$ cat config.mk
export PLATFORM = sky130hd
export DESIGN_NAME = jtframe_coin_sched
export DESIGN_NICKNAME = d
export VERILOG_FILES = /design/src/rtl/jtframe_coin_sched.sv
export SDC_FILE = /design/constraint.sdc
export NUM_CORES = 1
export LEC_CHECK = 0
export CORE_ASPECT_RATIO = 0.5
export CORE_MARGIN = 5
export CORE_UTILIZATION = 60
export CTS_CLUSTER_SIZE = 30
export DETAILED_ROUTE_END_ITERATION = 16
export HOLD_SLACK_MARGIN = 0.06
export PLACE_DENSITY = 0.84
export SLEW_MARGIN = 20
export SYNTH_ARGS = -nofsm -noshare
export SYNTH_HDL_FRONTEND = slang
export SYNTH_SLANG_ARGS = --single-unit
$ cat constraint.sdc
create_clock -name clk -period 7 [get_ports clk]
set_input_delay 1.05 -clock clk [delete_from_list [all_inputs] [get_ports clk]]
set_output_delay 1.05 -clock clk [all_outputs]
set_load 0.02 [all_outputs]
$ cat src/rtl/jtframe_coin_sched.sv
// Frame-timed coin pulse scheduler: queues per-player coin presses and replays them one at a
// time as fixed-width pulses with round-robin arbitration. Define JTFRAME_COIN_LOCKOUT_EN for coin_lockout.
module jtframe_coin_sched #(
    parameter bit ACTIVE_LOW   = 1'b1,
    parameter int PULSE_FRAMES = 3,
    parameter int GAP_FRAMES   = 3,
    parameter int MAX_PEND     = 3
) (
    input  logic       clk,
    input  logic       rst_n,
    input  logic       vs,
    input  logic       lock,
    input  logic [3:0] coin_in,
`ifdef JTFRAME_COIN_LOCKOUT_EN
    input  logic [3:0] coin_lockout,
`endif
    output logic [3:0] coin_out,
    output logic       busy,
    output logic       drop
);

    typedef enum logic [1:0] {
        IDLE  = 2'd0,
        PULSE = 2'd1,
        GAP   = 2'd2
    } state_t;

    localparam logic [3:0] PULSE_LAST = 4'(PULSE_FRAMES - 1);
    localparam logic [3:0] GAP_LAST   = 4'(GAP_FRAMES - 1);
    localparam logic [1:0] PEND_MAX   = 2'(MAX_PEND);
    localparam logic [3:0] INACTIVE   = {4{ACTIVE_LOW}};
    localparam bit         HAS_GAP    = (GAP_FRAMES != 0);

    state_t     state, state_nx;
    logic [3:0] cnt, cnt_nx;
    logic [1:0] pend    [4];
    logic [1:0] pend_nx [4];
    logic [1:0] rr_ptr, rr_nx;
    logic [3:0] coin_l;
    logic       vs_l;
    logic [3:0] coin_nx;
    logic       busy_nx, drop_nx;

    logic [3:0] req, lockout, dec;
    logic       tick;
    logic       grant_vld;
    logic [1:0] grant;

    assign req  = coin_in & ~coin_l;
    assign tick = vs & ~vs_l;

`ifdef JTFRAME_COIN_LOCKOUT_EN
    assign lockout = coin_lockout;
`else
    assign lockout = 4'b0000;
`endif

    // Round-robin search from rr_ptr; scanning backwards lets the nearest candidate win.
    always_comb begin
        grant_vld = 1'b0;
        grant     = rr_ptr;
        for (int i = 3; i >= 0; i--) begin
            if (pend[rr_ptr + 2'(i)] != 2'd0) begin
                grant_vld = 1'b1;
                grant     = rr_ptr + 2'(i);
            end
        end
    end

    always_comb begin
        // NOTE: every signal gets its default first so no path can leave it unassigned (no latches).
        state_nx = state;
        cnt_nx   = cnt;
        rr_nx    = rr_ptr;
        coin_nx  = coin_out;
        drop_nx  = 1'b0;
        dec      = 4'b0000;

        unique case (state)
            IDLE: begin
                if (grant_vld) begin
                    dec[grant] = 1'b1;
                    rr_nx      = grant + 2'd1;
                    coin_nx    = INACTIVE ^ (4'b0001 << grant);
                    cnt_nx     = 4'd0;
                    state_nx   = PULSE;
                end
            end
            PULSE: begin
                if (tick) begin
                    if (cnt == PULSE_LAST) begin
                        cnt_nx   = 4'd0;
                        coin_nx  = INACTIVE;
                        state_nx = HAS_GAP ? GAP : IDLE;
                    end else begin
                        cnt_nx = cnt + 4'd1;
                    end
                end
            end
            GAP: begin
                if (tick) begin
                    if (cnt == GAP_LAST) begin
                        cnt_nx   = 4'd0;
                        state_nx = IDLE;
                    end else begin
                        cnt_nx = cnt + 4'd1;
                    end
                end
            end
            default: state_nx = IDLE;
        endcase

        // Grant is taken before the new request so a full queue granted and pressed stays full.
        for (int i = 0; i < 4; i++) begin
            pend_nx[i] = pend[i] - {1'b0, dec[i]};
            if (req[i]) begin
                if (lockout[i]) begin
                    drop_nx = 1'b1;
                end else if (pend_nx[i] < PEND_MAX) begin
                    pend_nx[i] = pend_nx[i] + 2'd1;
                end else begin
                    drop_nx = 1'b1;
                end
            end
        end

        if (lock) begin
            state_nx = IDLE;
            cnt_nx   = 4'd0;
            coin_nx  = INACTIVE;
            drop_nx  = 1'b0;
            rr_nx    = rr_ptr;
            for (int i = 0; i < 4; i++) pend_nx[i] = 2'd0;
        end

        busy_nx = (state_nx != IDLE);
    end

    always_ff @(posedge clk or negedge rst_n) begin
        if (!rst_n) begin
            state    <= IDLE;
            cnt      <= 4'd0;
            rr_ptr   <= 2'd0;
            coin_out <= INACTIVE;
            busy     <= 1'b0;
            drop     <= 1'b0;
            coin_l   <= 4'hF;
            vs_l     <= 1'b1;
            // NOTE: the pending counters are state, not storage, so they are reset like any flop.
            for (int i = 0; i < 4; i++) pend[i] <= 2'd0;
        end else begin
            // NOTE: non-blocking assignments so every flop samples pre-edge values.
            state    <= state_nx;
            cnt      <= cnt_nx;
            rr_ptr   <= rr_nx;
            coin_out <= coin_nx;
            busy     <= busy_nx;
            drop     <= drop_nx;
            coin_l   <= coin_in;
            vs_l     <= vs;
            for (int i = 0; i < 4; i++) pend[i] <= pend_nx[i];
        end
    end

    a_one_coin : assert property (@(posedge clk) disable iff (!rst_n)
        $onehot0(coin_out ^ INACTIVE));

endmodule

# Word-level counts from Yosys, hierarchy flattened
# Index checks and enable logic that the tools add are counted.
# word_totals
n_memories	0
inputBits	8
mem_bits_ro	0
ff_bits	27
elab_cells	125
mem_bits_rw	0
latch_bits	0
# classes
n_bitwise	10
div	0
reduce_logical	13
eq_ne	7
n_shift	1
n_addsub	13
mul	0
muxes	59
order_cmp	10
# ops
operator	count
$mux 2	26
$mux 4	10
$bmux 2 s2	4
$pmux 4 s2	2
$mux 1	14
$add 2x1->2 const B	6
$ge 3x3->1 const B	4
$not 2->3	4
$reduce_bool 2->1	5
$ne 3x3->1 const B	3
$lt 2x2->1 const B	4
$mux 8	1
$not 4->4	2
$sub 2x1->2	4
$pmux 2 s3	1
$reduce_and 3->1	2
$reduce_bool 3->1	2
$add 2x2->2 const B	2
$add 4x1->4 const B	1
$and 4x4->4	1
$eq 4x2->1 const B	1
$reduce_and 4->1	1
$shl 1x2->4 const A	1
$lt 2x3->1 const B	1
other kinds (10)	11

# Logic depth before layout (Yosys ltp)
# logic_depth
depth_word	27
ltp_mapped	11

# Least setup slack after synthesis
# Ideal clock, no wire load.
# synth_path
path_type	flip-flop to flip-flop
start	register pend[4] (netlist bit)
end	register drop
setup_ns	0.078
t_required_ns	6.922
path_slack_ns	4.462
t_arrival_ns	2.460
path_stages_with_launch	11
period_less_slack_ns	2.538
path_cell_list	dfrtp_1 > or4_4 > o21ai_0 > a221oi_1 > o21a_1 > ha_1 > and2_1 > ha_1 > or2_2 > a2bb2oi_1 > a21oi_1
# synth_via
elab_chain_cells	25
elab_cells_between_ends	48
# synth_lines
item	line	source
start, declared	36	logic [1:0] pend [4];
$bmux 2 s2	63	if (pend[rr_ptr + 2'(i)] != 2'd0) begin
$mux 2 (implied by the code) (2 in a row)	63	
$reduce_bool 2->1	63	
$mux 2 (4 in a row)	63	
$lt 2x3->1 (implied by the code) or $ge 2x1->1 (tied branches)	82	dec[grant] = 1'b1;
$logic_and 1x1->1 (implied by the code)	82	
$mux 1 (implied by the code)	82	
$demux 1 s2	82	
[... 6 more ...]	n/a	
$mux 1	119	end else if (pend_nx[i] < PEND_MAX) begin
$mux 1	116	if (req[i]) begin
$mux 1	119	
$mux 1	116	
$mux 1	119	
$mux 1 *	116	
$mux 1 *	127	if (lock) begin
net drop_nx	42	logic busy_nx, drop_nx;
end signal, assigned	158	drop <= drop_nx;
end, declared	19	output logic drop
# Mark *: on every way through the listed nets, which the timed path passes. The rest lies on a longest branch. The select of a mux whose other input is x is not followed.
# A chain may end at the register's enable or synchronous reset.

# Final worst setup path
# layout_path
start	register pend[7] (netlist bit)
end	register drop
# The elaborated chain is that of the path after synthesis.

==> impl_metrics.toml <==
[status]
run_status = "completed"

[floorplan]
floorplan.initialDensity_pct = 61.4
rows = 13
design.portCount = 14
x_dimension_of_the_die_um = 82.3
core-area_um2 = 2550
die_area_um2 = 3800
die-height_um = 46.2

[power_and_ir_drop]
power.share.combinational_pct = 55.6
power_density_cells_nw_per_um2 = 415
sw_frac_of_total_pct = 42.1
max-vdd-ir-drop_v = 0.000148
p_int_uw = 430
seqPwrFrac_pct = 32.5
cellLeakagePower_nw = 0.775
net_switching_power_uw = 313
power_frac_clock_pct = 11.9

[logic_synthesis]
synthesis.instances = 152
avg_cell_area_syn_um2 = 10.3
synth.yosys.seq_area_share_pct = 43.8
synth-warning-count = 0
synth.ff_latch_count = 27
synth_largest_type_area_fraction_pct = 28.7
cell_type_with_the_largest_total_area_after_synthesis = "sky130_fd_sc_hd__dfrtp_1"
synth_flop_cell = "sky130_fd_sc_hd__dfrtp_1"
syn_nets = 174
synth_enable_flop_cells = 0
async_reset_ff_share_pct = 100
synth_top_cells_by_area = "sky130_fd_sc_hd__dfrtp_1 29%, sky130_fd_sc_hd__dfstp_2 15%, sky130_fd_sc_hd__ha_1 11%, sky130_fd_sc_hd__nor2_1 5.3%, sky130_fd_sc_hd__nand2b_1 2.8%"
mappedNetlistArea_um2 = 1570
synthTopCellsByCount = "22 x sky130_fd_sc_hd__nor2_1, 18 x sky130_fd_sc_hd__dfrtp_1, 14 x sky130_fd_sc_hd__ha_1"
synth_cell_types = 42
most_numerous_cell_in_the_yosys_netlist = "sky130_fd_sc_hd__nor2_1"

[sta]
skew_ns = 0.00654
worst-slew-pin-transition_ns = 0.671
slew-limit-headroom_pct = 55.1
post-route-period-util_pct = 40.7
grt_setup_unrepaired = "false"
summed_negative_setup_slack_over_all_endpoints_ns = 0
finalHoldViolations = 0
fmax_mhz = 351
timing_max_transition_violations_final = 0
finalCriticalPeriod_ns = 2.85
setup-violations-final = 0

[drt]
drc = 0
route.vias.total = 1188
wl_mm = 2.93
final_antenna_net_count = 0
route.detailed.wl_per_inst_um = 14.3
drt_iter0_markers = 84
drt-vias-per-instance = 5.80
firstDrtPassIters = 5

[setup_path]
worst_setup_path_start_kind = "flip-flop"
critical_path_peak_fanout = 4
arrival_ns = 3.04
worstSetupEndpointType = "flip-flop"
crit_type = "flip-flop to flip-flop"
required_ns = 7.20

[finish]
finalInstanceArea_um2 = 1790
post_synthesis_to_final_layout_area_growth_pct = 14.1
layout_cell_share_with_drive_strength_beyond_1_pct = 13.7
antennaDiodeCount = 0
finish.net_count = 191

[global_routing]
grt_util_all_layers_pct = 18.8
grt-ovfl-total = 0
grt_pass1_vias = 1206
initial_antenna_violation_count = 0
grt_max_degree = 28
grt_first_pass_wirelength_mm = 5.28

[clocking]
cts.path.max_buffers = 2
cts-buffers-inserted = 3
post-cts-setup-buffer-count = 0
cts_tree = "yes"
clk_pin_slew_worst_paths_ns = 0.09
cts_resized = 0
numClockSinks = 27
h-tree-depth = 1
clk-insertion-delay-late_ns = 0.28
cts_hold_buffers = 0
ctsRootBufferMaster = "sky130_fd_sc_hd__clkbuf_8"

[placed_design]
dp_hpwl_mm = 2.26
port_buffers = 13
place.gp.congestion = 0.822
post_dp_cell_area_um2 = 1750

[run]
drv_cap = 0

[worst_hold_path]
worst_hold_path_type = "flip-flop to flip-flop"
[per-layer routing]
layer	vias up	wire length, um	part of all wire (%)	global-route usage (%)
li1	586	-	-	-
met1	571	1330	45	23.0
met2	26	1400	48	33.4
met3	5	161	5.5	4.69
met4	0	39	1.3	4.97
met5	-	0	0	0
[worst max-delay path, stage by stage (launching register included)]
cell and delay [ns]:
sky130_fd_sc_hd__dfrtp_1 0.45, sky130_fd_sc_hd__nor2_1 0.24, sky130_fd_sc_hd__o21ai_0 0.12, sky130_fd_sc_hd__a221oi_1 0.41, sky130_fd_sc_hd__o21ai_0 0.25, sky130_fd_sc_hd__ha_1 0.26
sky130_fd_sc_hd__and2_1 0.15, sky130_fd_sc_hd__ha_1 0.29, sky130_fd_sc_hd__or2_2 0.33, sky130_fd_sc_hd__a2bb2oi_1 0.14, sky130_fd_sc_hd__a21oi_1 0.12
[stage by stage]
stage / util (%) / hold slack (ns) / worst slack [ns] / power [mW] / std cells
after floorplan: - / 0.454 / 4.46 / 0.549 / 152
after global placement: 68.3 / 0.478 / 4.18 / 0.637 / 201
after detailed placement: 68.3 / 0.496 / 4.07 / 0.658 / 201
after CTS: 70.1 / 0.511 / 4.14 / 0.748 / 205
after global routing: 70.1 / 0.532 / 3.90 / 0.822 / 205
final: 70.1 / 0.506 / 4.15 / 0.743 / 205
[cell usage in the layout (no fill, tap or decap), types with 3 or more instances in the layout]
master / Yosys / final
sky130_fd_sc_hd__ha_1: 14 / 14
sky130_fd_sc_hd__a41oi_1: 3 / 3
sky130_fd_sc_hd__nand2b_1: 7 / 7
sky130_fd_sc_hd__dfrtp_1: 18 / 18
sky130_fd_sc_hd__dfstp_2: 9 / 9
sky130_fd_sc_hd__clkdlybuf4s50_1: 0 / 13
sky130_fd_sc_hd__and2_1: 4 / 4
sky130_fd_sc_hd__nor2b_1: 4 / 4
sky130_fd_sc_hd__a211oi_1: 4 / 4
sky130_fd_sc_hd__clkbuf_8: 0 / 3
sky130_fd_sc_hd__nor2_1: 22 / 22
sky130_fd_sc_hd__inv_1: 10 / 10
sky130_fd_sc_hd__a21oi_1: 4 / 4
sky130_fd_sc_hd__xor2_1: 4 / 4
sky130_fd_sc_hd__a32oi_1: 4 / 4
sky130_fd_sc_hd__o21ai_0: 6 / 6
[final timing paths]
check	depth (start not counted)	end	slack (ns)	start
min reg2reg	1	cnt[3]	0.51	cnt[3]
max reg2reg	10	drop	4.15	pend[7]
min in group asynchronous	2	cnt[0]	1.14	rst_n
min	1	cnt[3]	0.51	cnt[3]
max	10	drop	4.15	pend[7]
max in group asynchronous	2	coin_l[1]	5.56	rst_n
[final cells by class]
type,instances,area (um^2)
clock buffer,4,45.0
timing repair buffer,14,138
sequential,27,687
fill,200,763
multi-input combinational,113,837
inverter,10,37.5
tap,37,46.3
[power groups by stage]
stage          Clock (mW)  Sequential, mW  Combinational [mW]
3_3_place_gp            0           0.243               0.395
2_1_floorplan           0           0.251               0.299
3_5_place_dp            0           0.244               0.413
4_1_cts            0.0913           0.241               0.415
5_1_grt            0.0964           0.248               0.477
6_report           0.0885           0.241               0.413
[sequential cells by signal (all words and copies together), names as in the netlist]
name and cells:
busy 1, cnt 4, coin_l 4, coin_out 4, drop 1, pend 8, rr_ptr 2, state 2
vs_l 1
[cells by family (layout without fill, tap and decap cells)]
logic type      after synthesis  in the layout  share of synthesized area [%]
xor+xnor                      4              4                           2.23
mux                           3              3                           2.39
compound gates               36             36                           16.5
buf+inv                      12             28                           2.87
simple gates                 56             56                           21.1
fa+ha+maj                    14             14                           11.2
flops                        27             27                           43.8
No activity file was read; power rests on OpenSTA's default activity.
